`config.mk`:
```
export PLATFORM = sky130hd
export DESIGN_NAME = bash_line_port
export DESIGN_NICKNAME = d
export VERILOG_FILES = /design/src/rtl/bash_io_pkg.sv /design/src/rtl/bash_line_buf.sv /design/src/rtl/bash_line_port.sv
export SDC_FILE = /design/constraint.sdc
export NUM_CORES = 1
export LEC_CHECK = 0
export CAP_MARGIN = 20
export CORE_UTILIZATION = 25
export DETAILED_ROUTE_END_ITERATION = 12
export PLACE_DENSITY = 0.51
export SYNTH_ARGS = -nofsm -noshare
export SYNTH_HDL_FRONTEND = slang
export SYNTH_HIERARCHICAL = 1
export SYNTH_SLANG_ARGS = --single-unit
```
`constraint.sdc`:
```
create_clock -name clk -period 3.85 [get_ports clk]
set_clock_uncertainty 0.1 [all_clocks]
set_input_delay 0.5775 -clock clk [delete_from_list [all_inputs] [get_ports clk]]
set_output_delay 0.5775 -clock clk [all_outputs]
set_load 0.005 [all_outputs]
```
`src/rtl/bash_io_pkg.sv`:
```
// Shared constants, state encoding and helpers for the bash line-I/O port.
package bash_io_pkg;

  localparam int unsigned MAX_LEN_DEF = 32;
  localparam int unsigned LEN_W       = 6;
  localparam int unsigned CHAR_W      = 8;

  localparam logic [CHAR_W-1:0] CR_CODE     = 8'h0D;
  localparam logic [CHAR_W-1:0] NL_CODE_DEF = 8'h0A;
  localparam logic [CHAR_W-1:0] BS_CODE_DEF = 8'h08;
  localparam logic [CHAR_W-1:0] PRINT_LO    = 8'h20;
  localparam logic [CHAR_W-1:0] PRINT_HI    = 8'h7E;

  typedef enum logic [1:0] {
    ST_EDIT  = 2'd0,
    ST_SEND  = 2'd1,
    ST_PRINT = 2'd2,
    ST_ACK   = 2'd3
  } state_e;

  function automatic logic is_printable(input logic [CHAR_W-1:0] c);
    return (c >= PRINT_LO) && (c <= PRINT_HI);
  endfunction

endpackage

```
`src/rtl/bash_line_buf.sv`:
```
// Line storage: append at the tail, erase the last character, clear, and
// indexed read that returns 00 at or past the current length.
module bash_line_buf
  import bash_io_pkg::*;
#(
  parameter int unsigned MAX_LEN = MAX_LEN_DEF
) (
  input  logic              clk,
  input  logic              rst,
  input  logic              wr_en,
  input  logic [CHAR_W-1:0] wr_data,
  input  logic              erase,
  input  logic              clear,
  input  logic [LEN_W-1:0]  rd_idx,
  output logic [CHAR_W-1:0] rd_data,
  output logic [LEN_W-1:0]  len
);

  localparam int unsigned AW = (MAX_LEN > 1) ? $clog2(MAX_LEN) : 1;

  logic [CHAR_W-1:0] mem_q [MAX_LEN];
  logic [LEN_W-1:0]  len_q, len_d;
  logic              room;

  assign room = (len_q < LEN_W'(MAX_LEN));

  always_comb begin
    len_d = len_q;
    if (clear) begin
      len_d = '0;
    end else if (wr_en && room) begin
      len_d = len_q + LEN_W'(1);
    end else if (erase && (len_q != '0)) begin
      len_d = len_q - LEN_W'(1);
    end
  end

  always_ff @(posedge clk) begin
    if (rst) begin
      len_q <= '0;
    end else begin
      len_q <= len_d;
    end
  end

  // Storage needs no reset: only entries below len are ever visible.
  always_ff @(posedge clk) begin
    if (wr_en && room) begin
      mem_q[AW'(len_q)] <= wr_data;
    end
  end

  assign rd_data = (rd_idx < len_q) ? mem_q[AW'(rd_idx)] : '0;
  assign len     = len_q;

endmodule

```
`src/rtl/bash_line_port.sv`:
```
// Terminal-side end of the bash line-I/O protocol: line editing with echo,
// streaming committed lines to the application, and forwarding its output.
module bash_line_port
  import bash_io_pkg::*;
#(
  parameter int unsigned       MAX_LEN = MAX_LEN_DEF,
  parameter logic [CHAR_W-1:0] NL_CODE = NL_CODE_DEF,
  parameter logic [CHAR_W-1:0] BS_CODE = BS_CODE_DEF
) (
  input  logic              clk,
  input  logic              rst,
  input  logic              kb_valid,
  input  logic [CHAR_W-1:0] kb_ascii,
  output logic              scr_valid,
  output logic [CHAR_W-1:0] scr_char,
  input  logic              scr_ready,
  output logic              out_newASCII_ready,
  output logic [LEN_W-1:0]  out_lineLen,
  output logic [CHAR_W-1:0] lineOut,
  input  logic              lineOut_nextASCII,
  input  logic              in_newASCII_ready,
  input  logic [CHAR_W-1:0] lineIn,
  output logic              lineIn_nextASCII,
  input  logic              in_solved,
  output logic              out_solved
);

  state_e            state_q, state_d;
  logic              scr_valid_q, scr_valid_d;
  logic [CHAR_W-1:0] scr_char_q, scr_char_d;
  logic              enter_q, enter_d;
  logic              nl_q, nl_d;
  logic              nxt_q, nxt_d;
  logic              solved_q, solved_d;
  logic              rdy_q, rdy_d;
  logic [LEN_W-1:0]  line_len_q, line_len_d;
  logic [LEN_W-1:0]  rd_q, rd_d;

  logic              buf_wr, buf_erase, buf_clear;
  logic [LEN_W-1:0]  len;
  logic              scr_acc;

  bash_line_buf #(.MAX_LEN(MAX_LEN)) u_buf (
    .clk     (clk),
    .rst     (rst),
    .wr_en   (buf_wr),
    .wr_data (kb_ascii),
    .erase   (buf_erase),
    .clear   (buf_clear),
    .rd_idx  (rd_q),
    .rd_data (lineOut),
    .len     (len)
  );

  assign scr_acc = scr_valid_q && scr_ready;

  always_comb begin
    state_d     = state_q;
    scr_valid_d = scr_valid_q;
    scr_char_d  = scr_char_q;
    enter_d     = enter_q;
    nl_d        = nl_q;
    nxt_d       = 1'b0;
    solved_d    = 1'b0;
    rd_d        = rd_q;
    buf_wr      = 1'b0;
    buf_erase   = 1'b0;
    buf_clear   = 1'b0;

    unique case (state_q)
      ST_EDIT: begin
        if (scr_valid_q) begin
          // Echo pending: keystrokes are dropped until the screen takes it.
          if (scr_ready) begin
            scr_valid_d = 1'b0;
            if (enter_q) begin
              enter_d = 1'b0;
              state_d = ST_SEND;
            end
          end
        end else if (in_newASCII_ready) begin
          state_d = ST_PRINT;
          nl_d    = 1'b0;
        end else if (kb_valid) begin
          if (is_printable(kb_ascii)) begin
            if (len < LEN_W'(MAX_LEN)) begin
              buf_wr      = 1'b1;
              scr_valid_d = 1'b1;
              scr_char_d  = kb_ascii;
            end
          end else if (kb_ascii == BS_CODE) begin
            if (len != '0) begin
              buf_erase   = 1'b1;
              scr_valid_d = 1'b1;
              scr_char_d  = BS_CODE;
            end
          end else if (kb_ascii == CR_CODE) begin
            scr_valid_d = 1'b1;
            scr_char_d  = NL_CODE;
            enter_d     = 1'b1;
          end
        end
      end

      ST_SEND: begin
        if (lineOut_nextASCII) begin
          if (rd_q < len) begin
            rd_d = rd_q + LEN_W'(1);
          end else begin
            rd_d      = '0;
            buf_clear = 1'b1;
            state_d   = ST_EDIT;
          end
        end
      end

      ST_PRINT: begin
        if (nl_q) begin
          scr_valid_d = 1'b1;
          scr_char_d  = NL_CODE;
          if (scr_acc) begin
            scr_valid_d = 1'b0;
            nl_d        = 1'b0;
            solved_d    = 1'b1;
            state_d     = ST_ACK;
          end
        end else if (scr_acc) begin
          scr_valid_d = 1'b0;
          nxt_d       = 1'b1;
        end else if (nxt_q) begin
          // Settle cycle: the application advances its index on this edge.
          scr_valid_d = 1'b0;
        end else if (in_solved) begin
          nl_d        = 1'b1;
          scr_valid_d = 1'b1;
          scr_char_d  = NL_CODE;
        end else if (!in_newASCII_ready) begin
          scr_valid_d = 1'b0;
          state_d     = ST_EDIT;
        end else if (lineIn != '0) begin
          scr_valid_d = 1'b1;
          scr_char_d  = lineIn;
        end else begin
          scr_valid_d = 1'b0;
        end
      end

      ST_ACK: begin
        state_d = ST_EDIT;
      end

      default: begin
        state_d = ST_EDIT;
      end
    endcase

    rdy_d      = (state_d == ST_SEND);
    line_len_d = (state_d == ST_SEND) ? len : '0;
  end

  always_ff @(posedge clk) begin
    if (rst) begin
      state_q     <= ST_EDIT;
      scr_valid_q <= 1'b0;
      scr_char_q  <= '0;
      enter_q     <= 1'b0;
      nl_q        <= 1'b0;
      nxt_q       <= 1'b0;
      solved_q    <= 1'b0;
      rdy_q       <= 1'b0;
      line_len_q  <= '0;
      rd_q        <= '0;
    end else begin
      state_q     <= state_d;
      scr_valid_q <= scr_valid_d;
      scr_char_q  <= scr_char_d;
      enter_q     <= enter_d;
      nl_q        <= nl_d;
      nxt_q       <= nxt_d;
      solved_q    <= solved_d;
      rdy_q       <= rdy_d;
      line_len_q  <= line_len_d;
      rd_q        <= rd_d;
    end
  end

  assign scr_valid          = scr_valid_q;
  assign scr_char           = scr_char_q;
  assign out_newASCII_ready = rdy_q;
  assign out_lineLen        = line_len_q;
  assign lineIn_nextASCII   = nxt_q;
  assign out_solved         = solved_q;

endmodule
```
* Word-level counts from Yosys, hierarchy flattened
Memory sizes are Yosys's and may differ from the RTL's. A register that Yosys moved wholly into a read port is not among the register bits.
Index checks and enable logic that the tools add are counted.
** Storage, ports and cells
- Word-level logic and storage cells :: 144
- Memories :: 1
- Bits in registers :: 34
- Latch bits :: 0
- Memory bits (writable) :: 256
- Output and inout bits :: 26
- Bits of input ports :: 23
- Memory bits (read-only) :: 0
** Cells by class
- Shifts and indexed selects :: 0
- Equal/unequal tests :: 21
- Multiply operators :: 0
- Bitwise operators :: 3
- Magnitude comparators :: 4
- Div/mod/pow operators :: 0
- Reductions and logical operators :: 19
- Mux-type cells :: 82
- $add $sub $neg :: 3
** Memory list
- u_buf.mem_q :: words 32, bits a word 8, read ports 1, clocked after memory_dff 1, write ports 1, line bash_line_buf.sv:21 : logic [CHAR_W-1:0] mem_q [MAX_LEN];
** Operator list (count)
- $mux 8 :: 15
- $mux 1 :: 46
- $mux 2 :: 12
- $mux 6 :: 3
- $eq 8x4->1 const B :: 2
- $ne 4x4->1 const B :: 4
- $pmux 8 s2 :: 1
- $ne 2x2->1 const B :: 7
- $add 6x1->6 const B :: 2
- $reduce_and 11->1 :: 1
- $mux 5 :: 2
- $ge 8x6->1 const B :: 1
- $le 8x7->1 const B :: 1
- $pmux 2 s4 :: 1
- $reduce_bool 2->1 :: 4
- $reduce_bool 8->1 :: 1
- $reduce_and 7->1 :: 1
- $lt 6x6->1 :: 1
- $lt 6x6->1 const B :: 1
- $ne 3x3->1 const B :: 2
- $reduce_bool 6->1 :: 1
- $reduce_or 3->1 :: 2
- $sub 6x1->6 const B :: 1
- $eq 2x1->1 const B :: 2
- 10 further kinds :: 18

* Depth between registers and ports, before layout
- Depth after elaboration :: 11
- Depth in mapped cells :: 10
- Mapped depth without buffers :: 10

* Cells and area by module
Netlist, hierarchy kept.
** By module, submodules not included
- bash_line_buf :: cells an instance 522, instances 1, area an instance 10546.4 um^2
- bash_line_port :: cells an instance 175, instances 1, area an instance 1571.5 um^2

* Worst setup path after synthesis
OpenSTA, ideal clock, no wires.
- Path type :: input to register
- Start :: input kb_ascii[6]
- End :: register u_buf.len_q[5] (netlist: u_buf/len[5])
- Buffers on the path :: 0
- Setup time :: 121 ps
- Stages :: 10
- Arrival :: 2921 ps
- Slack :: 708 ps
- Cell sequence :: and3_2 -> a211o_2 -> nor4_1 -> nand2_1 -> ha_1 -> a211oi_1 -> o21bai_1 -> a221oi_1 -> xor2_1 -> nor2_1
** On the way
- Cells in the longest elaborated chain, start to end :: 9
** RTL lines
- start: declaration :: line bash_line_port.sv:13 : input logic [CHAR_W-1:0] kb_ascii,
- $ge 8x6->1 / $le 8x7->1 (equally long branches) :: line bash_io_pkg.sv:22 : return (c >= PRINT_LO) && (c <= PRINT_HI);
- $logic_and 1x1->1 (*) :: line bash_io_pkg.sv:22
- $mux 1 (*) :: line bash_line_port.sv:85 : if (is_printable(kb_ascii)) begin
- $mux 1 (*) :: line bash_line_port.sv:84 : end else if (kb_valid) begin
- $mux 1 (*) :: line bash_line_port.sv:81 : end else if (in_newASCII_ready) begin
- $mux 1 (*) :: line bash_line_port.sv:72 : if (scr_valid_q) begin
- $mux 1 (*) :: line bash_line_port.sv:70 : unique case (state_q)
- via buf_wr :: line bash_line_port.sv:39 : logic buf_wr, buf_erase, buf_clear;
- $logic_and 1x1->1 (*) :: line bash_line_buf.sv:31 : end else if (wr_en && room) begin
- $mux 6 / $reduce_bool 2->1 (equally long branches)
- end signal: assignment :: line bash_line_buf.sv:42 : len_q <= len_d;
- end: declaration :: line bash_line_buf.sv:22 : logic [LEN_W-1:0] len_q, len_d;
Mark *: on every way through the listed nets, which the timed path passes. The rest lies on a longest branch.
A chain may end at the register's enable or synchronous reset.

* Worst setup path after layout
- Start :: register rd_q[2]
- End :: output lineOut[3]
** On the way
- Cells in the longest elaborated chain, start to end :: 2
** RTL lines
- start: declaration :: line bash_line_port.sv:37 : logic [LEN_W-1:0] rd_q, rd_d;
- start signal: assignment :: line bash_line_port.sv:183 : rd_q <= rd_d;
- $lt 6x6->1 :: line bash_line_buf.sv:53 : assign rd_data = (rd_idx < len_q) ? mem_q[AW'(rd_idx)] : '0;
- $mux 8 :: line bash_line_buf.sv:53
- end: declaration :: line bash_line_port.sv:19 : output logic [CHAR_W-1:0] lineOut,
No other way between the ends.

==> metrics.cfg <==
[run_status]
status=finished clean

[sta]
fin_crit_sh=0.989
slew_headroom=0.409
timing.fmax_ghz=0.263
tightest_slew_ns=0.884
hold_viol=0
rsz0062_at_grt=true
finalSetupViolations=0
min_period_ns=3.81
tns_ns=0
setup_ws_ns=0.0437
finalMaxSlewViolations=0

[clock_network]
htree_levels=1
clockRootBuffer=clkbuf_16
tritoncts=yes
cts_buffers=31
clockBufferDepth=3
cts_sinks=290
clkTransAtPathRegs_ns=0.06
clk_latency_ns=0.57

[logic_synthesis]
synth-main-ff-cell=edfxtp_1
syn_area_sq_um=12100
async_flop_share=0
synth.avg_cell_area_sq_um=17.4
synth_edf_count=256
synth_top_cell_by_area=edfxtp_1
synthCells=697
yosysWarnings=6
synth_nets=736
yosysSeqAreaShare=0.691
synth.area.top_cells=edfxtp_1, mux4_2, dfxtp_1, mux2i_1, nor2_1
ys_types=68
synth_top_area_share=0.634
ys_ff_latch=290

[pwr]
pwr_density_cell_nw_per_um2=450
p_leak_nw=4.86
finalPower_mw=6.81
vdd_drop_max_v=0.000290

[die]
dieArea_sq_um=49400
die_y_microns=222
initial_core_util=0.254
coreArea_sq_um=47700
rows=80
die_x_microns=222
num_io_pins=49

[detailed_routing]
wl_met2_microns=13800
drt_wl_total_microns=30700
m1WireLength_microns=14700
maxUsedRoutingLayer=met5
viasPerCell=4.67
ant_nets=0
dr_total_vias=6932
firstDrtPassIters=5
wl_per_cell_microns=20.7
drt_iter0_markers=604
remaining_drc_errors=0
dr_wl_met3_microns=1690

[placed_design]
port_buffers=48
dpl_cell_area_sq_um=13900
place_hpwl_microns=20400
gp_congestion=0.797
pre_cts_ws_ns=0.0927

[final_layout]
finish.instance_area_sq_um=15100
layout-drive-gt1-share=0.269
antennaDiodeCount=0
layout.nets=884
area_growth_pct=24.9

[setup_path]
worstPathRequired_ns=3.17
start_kind=flip-flop
r2r_setup_slack_ns=1.06
arrival_ns=3.13
critPathKind=flip-flop to primary output
critical_path.max_fanout=8
end_kind=primary output

[global_routing]
grt_antenna_before_repair=1
grt_usage=0.124
grt_pass1_wl_microns=45800
overflow=0
grt_max_degree=35
grt_pass1_vias=7057

[flow_run]
maxCapViolations=0

[hold_path]
hold_path.class=flip-flop to flip-flop

==> area by class of cell <==
cell class	instances	area, sq um
Fill cell	4612	32600
Sequential cell	290	8380
Multi-Input combinational cell	365	3600
Timing Repair Buffer	142	1320
Clock buffer	41	813
Tap cell	615	769
Clock inverter	17	200
Inverter	15	56.3
==> report_power, final <==
| part | switching (mW) | internal, mW |
|---|---|---|
| registers | 0.0191 | 3.44 |
| logic | 0.222 | 0.164 |
| clock network | 1.22 | 1.76 |
| total | 1.46 | 5.36 |
==> synthesized netlist by cell type (2+ instances only) <==
library cell	instances
mux4_1	2
a211oi_1	4
a21oi_2	2
a311oi_1	4
clkbuf_1	5
xnor2_1	4
o21bai_1	3
and2_1	3
nor2_1	60
or3_1	8
mux2i_1	41
o21ai_0	8
nand4_1	5
o211ai_1	3
nand2_1	14
ha_1	15
a31oi_1	3
inv_1	14
buf_4	2
a221oi_1	3
a211o_2	2
dfxtp_1	34
nand2b_1	4
nor2b_1	7
nand3_1	11
nor3_1	22
and4_2	2
a21oi_1	14
a22oi_1	9
nor4_1	5
or2_2	2
edfxtp_1	256
o22ai_1	8
buf_6	5
clkbuf_8	2
a311oi_2	2
buf_2	11
nor3b_1	3
xor2_1	5
a21o_1	4
o21a_1	2
mux4_2	58
==> repair_timing <==
action                                  in CTS  in global routing
gates resized for setup                     11                 16
pin swaps                                    2                  0
gates cloned                                 1                  1
endpoints found under the setup margin       8                  8
hold buffers                                 0                  0
setup buffers                                4                  6
==> per-stage QoR <==
stage               hold slack, ns  std cells   util
global placement             0.381       1415  0.290
CTS                          0.389       1478  0.314
floorplan                    0.366        697      -
global route                 0.416       1485  0.317
detailed placement           0.377       1415  0.290
finish                       0.394       1485  0.317
==> placed cells by master (no fill, tap or decap), types with 4 or more instances in the layout <==
cell and n:
inv_1 14, nor3_1 19, buf_4 83, xor2_1 5
mux2i_2 4, nand4_1 5, mux2i_1 34, nand3_1 10
buf_12 6, a21o_1 4, mux4_2 58, a211oi_1 4
edfxtp_1 256, bufinv_16 4, nor4_1 5, or3_1 7
a21oi_1 13, o21ai_0 8, nor2_1 60, ha_1 15
a22oi_1 9, nor2b_1 7, nand2b_1 4, xnor2_1 4
clkinv_2 5, dfxtp_1 30, o22ai_1 8, clkbuf_1 10
a311oi_1 4, clkdlybuf4s50_1 45, clkinv_1 5, clkbuf_16 32
nand2_1 14
==> flip-flops by register name (all words and copies together), names as in the netlist <==
| name | cells |
|---|---|
| u_buf/mem_q | 256 |
| rd_q | 6 |
| out_lineLen | 6 |
| lineIn_nextASCII | 1 |
| nl_q | 1 |
| u_buf/len | 6 |
| enter_q | 1 |
| scr_char | 8 |
| state_q | 2 |
| scr_valid | 1 |
| out_newASCII_ready | 1 |
| out_solved | 1 |
==> path summary, 6_finish.rpt <==
check	start	endpoint	depth (start not counted)
worst max-delay path	rd_q[2]	lineOut[3]	7
worst min-delay path	scr_char[1]	scr_char[1]	2
worst max register to register	state_q[1]	u_buf/len[5]	9
worst min register to register	scr_char[1]	scr_char[1]	2
==> logic make-up after synthesis <==
kind of cell,count (synthesis),share of synthesized area
DFF,290,0.691
and+or+nand+nor,156,0.0668
muxes,101,0.146
AOI/OAI and AO/OA,83,0.0521
buffers and inverters,42,0.0209
adders and majority gates,16,0.0171
xor gates and xnor gates,9,0.00650
==> layer usage <==
metal,vias to the layer above,track usage
met5,-,0
met2,190,0.191
met3,44,0.0232
met4,2,0.0269
li1,3131,-
met1,3565,0.181
==> critical path, stage by stage, from the launching register on <==
cell and delay (ns):
dfxtp_4 0.45, buf_12 0.18, buf_6 0.16, mux4_2 0.55, mux2i_4 0.19, o22ai_1 0.10
or3_1 0.45, clkdlybuf4s50_1 0.47
Power figures use the tool's default switching activity.
